File: config.mk
export PLATFORM = sky130hd
export DESIGN_NAME = mc_core_hs
export DESIGN_NICKNAME = d
export VERILOG_FILES = /design/src/rtl/mc_core_pkg.sv /design/src/rtl/mc_core_hs_ctrl.sv /design/src/rtl/mc_core_hs.sv
export SDC_FILE = /design/constraint.sdc
export NUM_CORES = 2
export LEC_CHECK = 0
export BUFFER_PORTS_ARGS = -buffer_cell sky130_fd_sc_hd__buf_2
export CAP_MARGIN = 0
export CORE_MARGIN = 3
export CORE_UTILIZATION = 25
export CTS_CLUSTER_DIAMETER = 120
export CTS_CLUSTER_SIZE = 28
export DETAILED_ROUTE_END_ITERATION = 10
export HOLD_SLACK_MARGIN = 0.03
export PLACE_DENSITY = 0.37
export SETUP_SLACK_MARGIN = 0.02
export SLEW_MARGIN = 20
export SYNTH_ARGS = -nofsm -noshare
export SYNTH_HDL_FRONTEND = slang
export SYNTH_SLANG_ARGS = --single-unit
File: constraint.sdc
create_clock -name clk -period 4.4 [get_ports clk]
set_input_delay 0.88 -clock clk [delete_from_list [all_inputs] [get_ports clk]]
set_output_delay 0.88 -clock clk [all_outputs]
set_load 0.01 [all_outputs]
File: src/rtl/mc_core_pkg.sv
// Shared types and encodings for the mc_core_hs multicycle MIPS core.
package mc_core_pkg;

  typedef enum logic [3:0] {
    FETCH, DECODE, MEMADR, MEMREAD, MEMWB, MEMWRITE, EXECUTE,
    ALUWB, BRANCH, ADDIEX, ADDIWB, JUMP, HALT
  } state_t;

  typedef enum logic [1:0] {ALUO_BTA, ALUO_IMM, ALUO_RR} aluout_sel_t;

  localparam logic [5:0] OP_RTYPE = 6'b000000;
  localparam logic [5:0] OP_LW    = 6'b100011;
  localparam logic [5:0] OP_SW    = 6'b101011;
  localparam logic [5:0] OP_BEQ   = 6'b000100;
  localparam logic [5:0] OP_BNE   = 6'b000101;
  localparam logic [5:0] OP_ADDI  = 6'b001000;
  localparam logic [5:0] OP_J     = 6'b000010;

  localparam logic [5:0] F_ADD = 6'b100000;
  localparam logic [5:0] F_SUB = 6'b100010;
  localparam logic [5:0] F_AND = 6'b100100;
  localparam logic [5:0] F_OR  = 6'b100101;
  localparam logic [5:0] F_SLT = 6'b101010;

  localparam logic [2:0] ALU_ADD = 3'b010;
  localparam logic [2:0] ALU_SUB = 3'b110;
  localparam logic [2:0] ALU_AND = 3'b000;
  localparam logic [2:0] ALU_OR  = 3'b001;
  localparam logic [2:0] ALU_SLT = 3'b111;

  // Returns {known, alucontrol}; unknown functs report known=0.
  function automatic logic [3:0] funct_decode(input logic [5:0] funct);
    case (funct)
      F_ADD:   return {1'b1, ALU_ADD};
      F_SUB:   return {1'b1, ALU_SUB};
      F_AND:   return {1'b1, ALU_AND};
      F_OR:    return {1'b1, ALU_OR};
      F_SLT:   return {1'b1, ALU_SLT};
      default: return {1'b0, ALU_ADD};
    endcase
  endfunction

  function automatic logic [31:0] alu(input logic [31:0] a, input logic [31:0] b,
                                      input logic [2:0] ctl);
    case (ctl)
      ALU_ADD: return a + b;
      ALU_SUB: return a - b;
      ALU_AND: return a & b;
      ALU_OR:  return a | b;
      ALU_SLT: return {31'b0, $signed(a) < $signed(b)};
      default: return '0;
    endcase
  endfunction

endpackage

File: src/rtl/mc_core_hs_ctrl.sv
// Control FSM for mc_core_hs: sequencing, memory handshake, wait timeout.
module mc_core_ctrl
  import mc_core_pkg::*;
#(
  parameter int unsigned MAX_WAIT = 0
) (
  input  logic        clk,
  input  logic        reset,
  input  logic [5:0]  op,
  input  logic [5:0]  funct,
  input  logic        zero,
  input  logic        mem_ready,
  output logic        mem_req,
  output logic        mem_we,
  output logic        iord,
  output logic        irwrite,
  output logic        datawrite,
  output logic        abwrite,
  output logic        aluout_en,
  output aluout_sel_t aluout_sel,
  output logic [2:0]  alucontrol,
  output logic        regwrite,
  output logic        regdst,
  output logic        memtoreg,
  output logic        pcbranch,
  output logic        jump,
  output logic        instr_done,
  output logic        halted
);

  state_t      state, nxt;
  logic        req_q, we_q, iord_q, done_q, halted_q;
  logic [31:0] wait_cnt;
  logic [3:0]  fdec;
  logic        funct_ok, handshake, timeout;

  assign fdec       = funct_decode(funct);
  assign funct_ok   = fdec[3];
  assign alucontrol = fdec[2:0];
  assign handshake  = req_q && mem_ready;
  assign timeout    = (MAX_WAIT != 0) && req_q && !mem_ready &&
                      (wait_cnt == MAX_WAIT - 1);

  always_comb begin
    nxt = state;
    case (state)
      FETCH:    if (handshake) nxt = DECODE; else if (timeout) nxt = HALT;
      DECODE: begin
        case (op)
          OP_LW, OP_SW:   nxt = MEMADR;
          OP_RTYPE:       nxt = EXECUTE;
          OP_BEQ, OP_BNE: nxt = BRANCH;
          OP_ADDI:        nxt = ADDIEX;
          OP_J:           nxt = JUMP;
          default:        nxt = HALT;
        endcase
      end
      MEMADR:   nxt = (op == OP_LW) ? MEMREAD : MEMWRITE;
      MEMREAD:  if (handshake) nxt = MEMWB; else if (timeout) nxt = HALT;
      MEMWRITE: if (handshake) nxt = FETCH; else if (timeout) nxt = HALT;
      EXECUTE:  nxt = funct_ok ? ALUWB : HALT;
      ADDIEX:   nxt = ADDIWB;
      MEMWB, ALUWB, BRANCH, ADDIWB, JUMP: nxt = FETCH;
      HALT:     nxt = HALT;
      default:  nxt = FETCH;
    endcase
  end

  // Memory-side outputs are registered from the next state so they are
  // glitch-free and hold steady across wait cycles.
  always_ff @(posedge clk) begin
    if (reset) begin
      state    <= FETCH;
      req_q    <= 1'b1;
      we_q     <= 1'b0;
      iord_q   <= 1'b0;
      done_q   <= 1'b0;
      halted_q <= 1'b0;
      wait_cnt <= '0;
    end else begin
      state    <= nxt;
      req_q    <= (nxt == FETCH) || (nxt == MEMREAD) || (nxt == MEMWRITE);
      we_q     <= (nxt == MEMWRITE);
      iord_q   <= (nxt == MEMREAD) || (nxt == MEMWRITE);
      done_q   <= nxt inside {MEMWB, ALUWB, BRANCH, ADDIWB, JUMP};
      halted_q <= halted_q || (nxt == HALT);
      wait_cnt <= (req_q && !mem_ready) ? wait_cnt + 32'd1 : '0;
    end
  end

  assign mem_req    = req_q && !reset;
  assign mem_we     = we_q && !reset;
  assign iord       = iord_q;
  assign irwrite    = (state == FETCH) && handshake;
  assign datawrite  = (state == MEMREAD) && handshake;
  assign abwrite    = (state == DECODE);
  assign aluout_en  = (state == DECODE) || (state == MEMADR) || (state == ADDIEX) ||
                      ((state == EXECUTE) && funct_ok);
  assign aluout_sel = (state == DECODE)  ? ALUO_BTA :
                      (state == EXECUTE) ? ALUO_RR  : ALUO_IMM;
  assign regwrite   = (state == MEMWB) || (state == ALUWB) || (state == ADDIWB);
  assign regdst     = (state == ALUWB);
  assign memtoreg   = (state == MEMWB);
  assign pcbranch   = (state == BRANCH) &&
                      (((op == OP_BEQ) && zero) || ((op == OP_BNE) && !zero));
  assign jump       = (state == JUMP);
  assign instr_done = !reset && (done_q || ((state == MEMWRITE) && handshake));
  assign halted     = halted_q;

endmodule

File: src/rtl/mc_core_hs.sv
// Multicycle MIPS core with req/ready memory handshake: datapath plus control.
module mc_core_hs
  import mc_core_pkg::*;
#(
  parameter logic [31:0] RESET_PC = 32'h0000_0000,
  parameter int unsigned MAX_WAIT = 0
) (
  input  logic        clk,
  input  logic        reset,
  output logic        mem_req,
  output logic        mem_we,
  output logic [31:0] mem_adr,
  output logic [31:0] mem_wdata,
  input  logic [31:0] mem_rdata,
  input  logic        mem_ready,
  output logic [31:0] pc,
  output logic [31:0] instr,
  output logic        instr_done,
  output logic        halted
);

  logic [31:0] a, b, aluout, data;
  logic [31:0] rf [32];
  logic [31:0] signimm, rd1, rd2, aluout_d, wd;
  logic [4:0]  rs, rt, rd, wa;
  logic        zero;

  logic        iord, irwrite, datawrite, abwrite, aluout_en;
  logic        regwrite, regdst, memtoreg, pcbranch, jump;
  aluout_sel_t aluout_sel;
  logic [2:0]  alucontrol;

  mc_core_ctrl #(.MAX_WAIT(MAX_WAIT)) u_ctrl (
    .clk        (clk),
    .reset      (reset),
    .op         (instr[31:26]),
    .funct      (instr[5:0]),
    .zero       (zero),
    .mem_ready  (mem_ready),
    .mem_req    (mem_req),
    .mem_we     (mem_we),
    .iord       (iord),
    .irwrite    (irwrite),
    .datawrite  (datawrite),
    .abwrite    (abwrite),
    .aluout_en  (aluout_en),
    .aluout_sel (aluout_sel),
    .alucontrol (alucontrol),
    .regwrite   (regwrite),
    .regdst     (regdst),
    .memtoreg   (memtoreg),
    .pcbranch   (pcbranch),
    .jump       (jump),
    .instr_done (instr_done),
    .halted     (halted)
  );

  assign rs      = instr[25:21];
  assign rt      = instr[20:16];
  assign rd      = instr[15:11];
  assign signimm = {{16{instr[15]}}, instr[15:0]};
  assign rd1     = (rs == 5'd0) ? '0 : rf[rs];
  assign rd2     = (rt == 5'd0) ? '0 : rf[rt];
  assign zero    = ((a - b) == '0);
  assign wa      = regdst ? rd : rt;
  assign wd      = memtoreg ? data : aluout;

  assign mem_adr   = iord ? aluout : pc;
  assign mem_wdata = b;

  always_comb begin
    aluout_d = '0;
    case (aluout_sel)
      ALUO_BTA: aluout_d = pc + {signimm[29:0], 2'b00};
      ALUO_IMM: aluout_d = a + signimm;
      ALUO_RR:  aluout_d = alu(a, b, alucontrol);
      default:  aluout_d = '0;
    endcase
  end

  always_ff @(posedge clk) begin
    if (reset) begin
      pc     <= RESET_PC;
      instr  <= '0;
      a      <= '0;
      b      <= '0;
      aluout <= '0;
      data   <= '0;
    end else begin
      if (irwrite) begin
        instr <= mem_rdata;
        pc    <= pc + 32'd4;
      end else if (pcbranch) begin
        pc <= aluout;
      end else if (jump) begin
        pc <= {pc[31:28], instr[25:0], 2'b00};
      end
      if (abwrite) begin
        a <= rd1;
        b <= rd2;
      end
      if (aluout_en) aluout <= aluout_d;
      if (datawrite) data <= mem_rdata;
    end
  end

  always_ff @(posedge clk) begin
    if (reset) begin
      for (int unsigned i = 0; i < 32; i++) rf[i] <= '0;
    end else if (regwrite && (wa != 5'd0)) begin
      rf[wa] <= wd;
    end
  end

endmodule

Word level (Yosys, flattened, before mapping)
Memories as Yosys holds them, arrays and structs flattened. A register that Yosys moved wholly into a read port is not among the register bits.
Index checks and enable logic that the tools add are counted.
Widths: inputs -> output; s select.
{ "word_totals": {"reg_bits": 201, "latchBits": 0, "ramBits": 1024, "mem_bits_ro": 0, "in_bits": 35, "output_inout_bits": 132, "elab_cells": 131, "n_memories": 1} }
{ "mem_list": {"columns": ["name", "depth", "width", "rd", "rd_ports_with_merged_regs", "write_ports", "line_no", "source"], "rows": [
  ["rf", 32, 32, 2, 2, 32, "mc_core_hs.sv:23", "logic [31:0] rf [32];"]
]} }
{ "classes": {"n_addsub": 5, "n_mul": 0, "n_div": 0, "magnitude_cmp": 1, "eq_ne": 37, "shift": 0, "mux": 32, "n_bitwise": 2, "reduce_logical": 40} }
{ "ops": {"columns": ["operator", "count"], "rows": [
  ["$mux 32", 7],
  ["$pmux 32 s5", 1],
  ["$add 32x32->32", 3],
  ["$pmux 32 s3", 1],
  ["$eq 6x6->1 const B", 7],
  ["$pmux 4 s5", 2],
  ["$eq 4x4->1 const B", 9],
  ["$add 32x3->32 const B", 1],
  ["$and 32x32->32", 1],
  ["$logic_not 32->1", 1],
  ["$lt 32x32->1", 1],
  ["$or 32x32->32", 1],
  ["$pmux 4 s8", 1],
  ["$reduce_or 32->1", 1],
  ["$sub 32x32->32", 1],
  ["$mux 5", 6],
  ["$eq 4x3->1 const B", 7],
  ["$mux 28", 1],
  ["$mux 4", 4],
  ["$eq 4x2->1 const B", 3],
  ["$eq 6x3->1 const B", 2],
  ["$logic_and 1x1->1", 12],
  ["$logic_or 1x1->1", 11],
  ["$logic_not 5->1", 2],
  ["20 further kinds", 31]
]} }

Depth between registers and ports, before layout
{ "logic_depth": {"word_depth": 9, "depth_mapped": 19} }

Modules after synthesis
From an unflattened synthesis, not the netlist that was laid out.
{ "hier_totals": {"cells_unflattened": 5494, "hier_area_um2": 69506.7} }
{ "modules_own_cells": {"columns": ["mod", "instances", "cells_each", "area_each_um2"], "rows": [
  ["mc_core_hs", 1, 5393, 68639.6],
  ["mc_core_ctrl", 1, 101, 867.1]
]} }

Worst setup path before layout
No wires, ideal clock.
{ "synth_timing": {"path_type": "register -> register", "start": "register b[0], in the netlist mem_wdata[0]", "end": "register pc[15]", "setup_time_ns": 0.133, "t_arrival_ns": 3.867, "required_time_ns": 4.267, "path_slack_ns": 0.401, "path_stages_with_launch": 18, "synth_period_minus_slack_ns": 3.999, "cell_sequence": "dfxtp_1 -> ha_1 -> inv_1 -> fa_1 -> nand2b_1 -> a2111o_1 -> nand4_4 -> a2111o_1 -> a211o_1 -> o311a_1 -> nor2b_1 -> and4_4 -> and4_1 -> buf_4 -> or2_1 -> buf_6 -> a221oi_1 -> o32ai_1"} }
{ "synth_between": {"elab_chain_cells": 8, "elab_cells_between_ends": 10, "cone_classes": "1 x add/sub; 2 x mux; 7 x reduce/logical"} }
{ "synth_lines": {"columns": ["item", "line_no", "source"], "rows": [
  ["start: declaration", "mc_core_hs.sv:22", "logic [31:0] a, b, aluout, data;"],
  ["start signal: assignment", "mc_core_hs.sv:100", "b <= rd2;"],
  ["$sub 32x32->32 (*)", "mc_core_hs.sv:64", "assign zero = ((a - b) == '0);"],
  ["$logic_not 32->1 (*)", "mc_core_hs.sv:64", null],
  ["$logic_not 1->1", "mc_core_hs_ctrl.sv:105", "(((op == OP_BEQ) && zero) || ((op == OP_BNE) && !zero));"],
  ["$logic_and 1x1->1", "mc_core_hs_ctrl.sv:105", null],
  ["$logic_or 1x1->1 (*)", "mc_core_hs_ctrl.sv:105", null],
  ["$logic_and 1x1->1 (*)", "mc_core_hs_ctrl.sv:104", "assign pcbranch = (state == BRANCH) &&"],
  ["$mux 32", "mc_core_hs.sv:93", "end else if (pcbranch) begin"],
  ["$mux 32", "mc_core_hs.sv:90", "if (irwrite) begin"],
  ["end signal: assignment", "mc_core_hs.sv:92", "pc <= pc + 32'd4;"],
  ["end signal: assignment", "mc_core_hs.sv:94", "pc <= aluout;"],
  ["end signal: assignment", "mc_core_hs.sv:96", "pc <= {pc[31:28], instr[25:0], 2'b00};"],
  ["end: declaration", "mc_core_hs.sv:16", "output logic [31:0] pc,"]
]} }
Mark *: on every way between the ends. The rest lies on a longest branch, timed or not. The select of a mux whose other input is x is not followed.
A chain may end at the register's enable or synchronous reset.

Worst setup path after layout
{ "layout_timing": {"start": "register a[0]", "end": "register pc[11]"} }
{ "layout_between": {"elab_chain_cells": 8, "elab_cells_between_ends": 10, "cone_classes": "1 x add/sub; 2 x mux; 7 x reduce/logical"} }
{ "layout_lines": {"columns": ["item", "line_no", "source"], "rows": [
  ["start: declaration", "mc_core_hs.sv:22", null],
  ["start signal: assignment", "mc_core_hs.sv:99", "a <= rd1;"],
  ["$sub 32x32->32 (*)", "mc_core_hs.sv:64", null],
  ["$logic_not 32->1 (*)", "mc_core_hs.sv:64", null],
  ["$logic_not 1->1", "mc_core_hs_ctrl.sv:105", null],
  ["$logic_and 1x1->1", "mc_core_hs_ctrl.sv:105", null],
  ["$logic_or 1x1->1 (*)", "mc_core_hs_ctrl.sv:105", null],
  ["$logic_and 1x1->1 (*)", "mc_core_hs_ctrl.sv:104", null],
  ["$mux 32", "mc_core_hs.sv:93", null],
  ["$mux 32", "mc_core_hs.sv:90", null]
]} }
Marks and branches as above.

==> flow_summary.yaml <==
sta:
  tightest_slew_ps: 1168
  clock_skew_ps: 59.91
  finalSetupViolCount: 0
  finalMaxSlewViolations: 0
  post-route-period-util: 0.9671
  relSlewSlack: 0.2188
  fin_tns_setup_ps: 0
  max_freq_ghz: 0.2350
  timing.final.crit_period_ps: 4255
  holdWs_ps: 365.6
  grt_setup_unrepaired: "no"
  hold_viol_final: 0
synth:
  synth.yosys.seq_area_share: 0.5056
  synth_area_per_cell_um2: 12.24
  synth-seq-cells: 1235
  async_flop_share: 0
  synth_warnings: 0
  ys_types: 93
  synth_flop_cell: "edfxtp_1"
  synth_area_um2: 69170
  synthCells: 5649
  synth-edff-count: 1024
setup_path:
  worstPathArrival_ps: 4870
  worst_setup_path_start_kind: "flop"
  required_ps: 5010
  crit_path_end_kind: "flop"
  cp_max_fo: 13
  r2r_cells: 20
  critical_path_class: "flop to flop"
final_layout:
  nets: 6055
  fin_cells: 9572
  fillers: 27881
  area_growth_pct: 15.36
  drive_above_1_share: 0.2619
cts:
  clock-root-buffer: "clkbuf_16"
  clock-sinks: 1235
  clkLatencyLatePin_ps: 790
  cts_buffers: 54
  clock_path_buffers: 3
  clkTransAtPathRegs_ps: 120
  cts_htree_levels: 2
  cts_tree: "done"
route:
  via_per_inst: 5.179
  drc: 0
  antenna_left: 0
  drt_iter0_drc: 4436
  num_vias: 49575
  drt_pass1_iterations: 5
  routedWlPerCell_um: 30.40
  wl_um: 291000
run_status:
  status: "complete, no violations"
floorplanning:
  die_width_um: 532.0
  die-area_um2: 283000
  dieHeight_um: 532.0
  core_um2: 274300
  num_rows: 192
  initial_utilization: 0.2521
  num_io_pins: 167
global_routing:
  first_global_vias: 50422
  antenna_found_initial: 11
  grt_max_degree: 69
  overflow: 0
  grt_pass1_wl_um: 407800
  grt_use_total: 0.2003
flow_run:
  maxCapViolCount: 0
pwr:
  irDropWorstVdd_uv: 295.4
  powerDensity_nw_per_um2: 512.4
  p_leak_nw: 25.97
worst_hold_path:
  min_path_cells: 3
  worstHoldPathType: "input port to flop"
place:
  placed_cells: 9481
  gp_congestion: 0.9027
  hpwl_um: 203400
  io_buffers: 166
[cell families after synthesis]
| family | Yosys count | share of synthesized area |
|---|---|---|
| other | 1 | 0.00005422 |
| DFF | 1235 | 0.5056 |
| muxes | 759 | 0.2258 |
| adders and majority gates | 162 | 0.02974 |
| xor gates and xnor gates | 93 | 0.01178 |
| buffers and inverters | 633 | 0.03495 |
| AOI/OAI and AO/OA | 792 | 0.07406 |
| and+or+nand+nor | 1974 | 0.1180 |
[layout by cell type, fill, tap and decap left out, drive strengths merged, types with 22 or more instances in the layout]
master	count
a211oi	27
a21o	40
a21oi	304
a221oi	37
a31oi	23
buf	612
clkbuf	63
conb	32
dfxtp	211
edfxtp	1024
ha	158
inv	152
mux2i	108
mux4	640
nand2	339
nand2b	56
nand3	60
nor2	1311
nor2b	28
nor3	71
nor4	22
o21ai	129
o22ai	37
xnor2	69
xor2	24
[per-layer routing]
metal | GRT usage | part of all wire | vias up
met5 | 0 | 0.000045 | -
met4 | 0.04501 | 0.025 | 2
met3 | 0.02101 | 0.044 | 297
met2 | 0.3463 | 0.49 | 1511
met1 | 0.2698 | 0.44 | 26270
li1 | - | - | 21495
[power breakdown]
part           internal, W  total (W)  switching [W]
clock network      0.00247    0.00670        0.00423
logic              0.00790     0.0195         0.0116
registers           0.0134     0.0147        0.00133
total               0.0237     0.0409         0.0171
[area by class of cell]
class                           count  area, um2  share of cell area
Sequential cell                  1235      35020              0.4389
Multi-Input combinational cell   3812      32750              0.4104
Timing Repair Buffer              614       5214             0.06534
Tap cell                         3686       4612             0.05780
Clock buffer                       61       1378             0.01727
Inverter                          141      529.3            0.006633
Clock inverter                     18      277.8            0.003481
Antenna cell                        5      12.51           0.0001568
[path summary, 6_finish.rpt]
check | slack (ps) | end | startpoint
setup / recovery | 140 | pc[11] | a[0]
hold / removal | 370 | instr[31] | mem_rdata[31]
setup reg to reg | 140 | pc[11] | a[0]
hold reg to reg | 490 | u_ctrl.halted | u_ctrl.halted
[synthesized netlist by cell type (11+ instances only)]
| master | instances | area share |
|---|---|---|
| o21ai_0 | 122 | 0.0088 |
| o221ai_1 | 18 | 0.0023 |
| xnor2_1 | 69 | 0.0087 |
| or3_1 | 13 | 0.0012 |
| ha_1 | 158 | 0.029 |
| mux2_2 | 11 | 0.0018 |
| o211ai_1 | 17 | 0.0018 |
| nand4_1 | 13 | 0.0012 |
| a221oi_1 | 36 | 0.0046 |
| a311oi_1 | 11 | 0.0014 |
| dfxtp_1 | 211 | 0.061 |
| buf_1 | 69 | 0.0037 |
| xor2_1 | 24 | 0.0030 |
| nand3_1 | 60 | 0.0043 |
| o22ai_1 | 37 | 0.0033 |
| a211oi_1 | 26 | 0.0028 |
| nand2b_1 | 56 | 0.0051 |
| a31oi_1 | 23 | 0.0021 |
| a21o_1 | 40 | 0.0043 |
| nor4_1 | 20 | 0.0018 |
| inv_1 | 137 | 0.0074 |
| edfxtp_1 | 1024 | 0.44 |
| nor2_1 | 1311 | 0.071 |
| nor2b_1 | 28 | 0.0025 |
| mux4_2 | 640 | 0.21 |
| o21a_1 | 21 | 0.0023 |
| mux2i_1 | 108 | 0.016 |
| o21bai_1 | 17 | 0.0018 |
| nand2_1 | 339 | 0.018 |
| nor3_1 | 69 | 0.0050 |
| or2_2 | 15 | 0.0014 |
| a21oi_1 | 303 | 0.022 |
| clkbuf_1 | 409 | 0.022 |
[what timing repair did]
action,in CTS,in global routing
cloned,0,1
hold buffers,0,0
endpoints found under the hold margin,0,0
setup buffers,0,3
gates resized for setup,2,51
pin swaps,2,11
endpoints found under the setup margin,18,34
[flip-flops by register name, indices dropped and copies added, names as in the netlist, named ones only]
| signal | flops |
|---|---|
| u_ctrl.iord | 1 |
| rf | 1024 |
| instr | 32 |
| u_ctrl.state | 4 |
| data | 32 |
| u_ctrl.done_q | 1 |
| u_ctrl.we_q | 1 |
| mem_wdata | 32 |
| pc | 32 |
| a | 32 |
| u_ctrl.req_q | 1 |
| u_ctrl.halted | 1 |
| aluout | 32 |
[critical path, stage by stage, from the launching register on]
cell and delay [ps]:
dfxtp_2 340, inv_2 60, ha_2 170, inv_2 40, fa_2 410, nand2b_4 90
a2111o_1 250, nand4_4 180, a2111o_1 570, buf_6 160, mux2i_1 110, nor4_2 230
o311a_1 240, and4_4 280, and4_4 270, buf_6 120, nor3_4 40, buf_12 160
buf_12 140, a221oi_2 160, a211oi_1 100
[metrics by stage]
| step | area [um2] | power (W) | utilization | setup WS, ps |
|---|---|---|---|---|
| 2_1_floorplan | 69280 | 0.02499 | - | 400.8 |
| 3_3_place_gp | 77670 | 0.03387 | 0.2831 | -9.323 |
| 3_5_place_dp | 77770 | 0.03394 | 0.2835 | -29.42 |
| 4_1_cts | 79430 | 0.04074 | 0.2895 | 24.28 |
| 5_1_grt | 79790 | 0.04276 | 0.2908 | 9.625 |
| 6_report | 79790 | 0.04088 | 0.2908 | 144.6 |
Note: power is estimated with default switching activity, not from simulation.
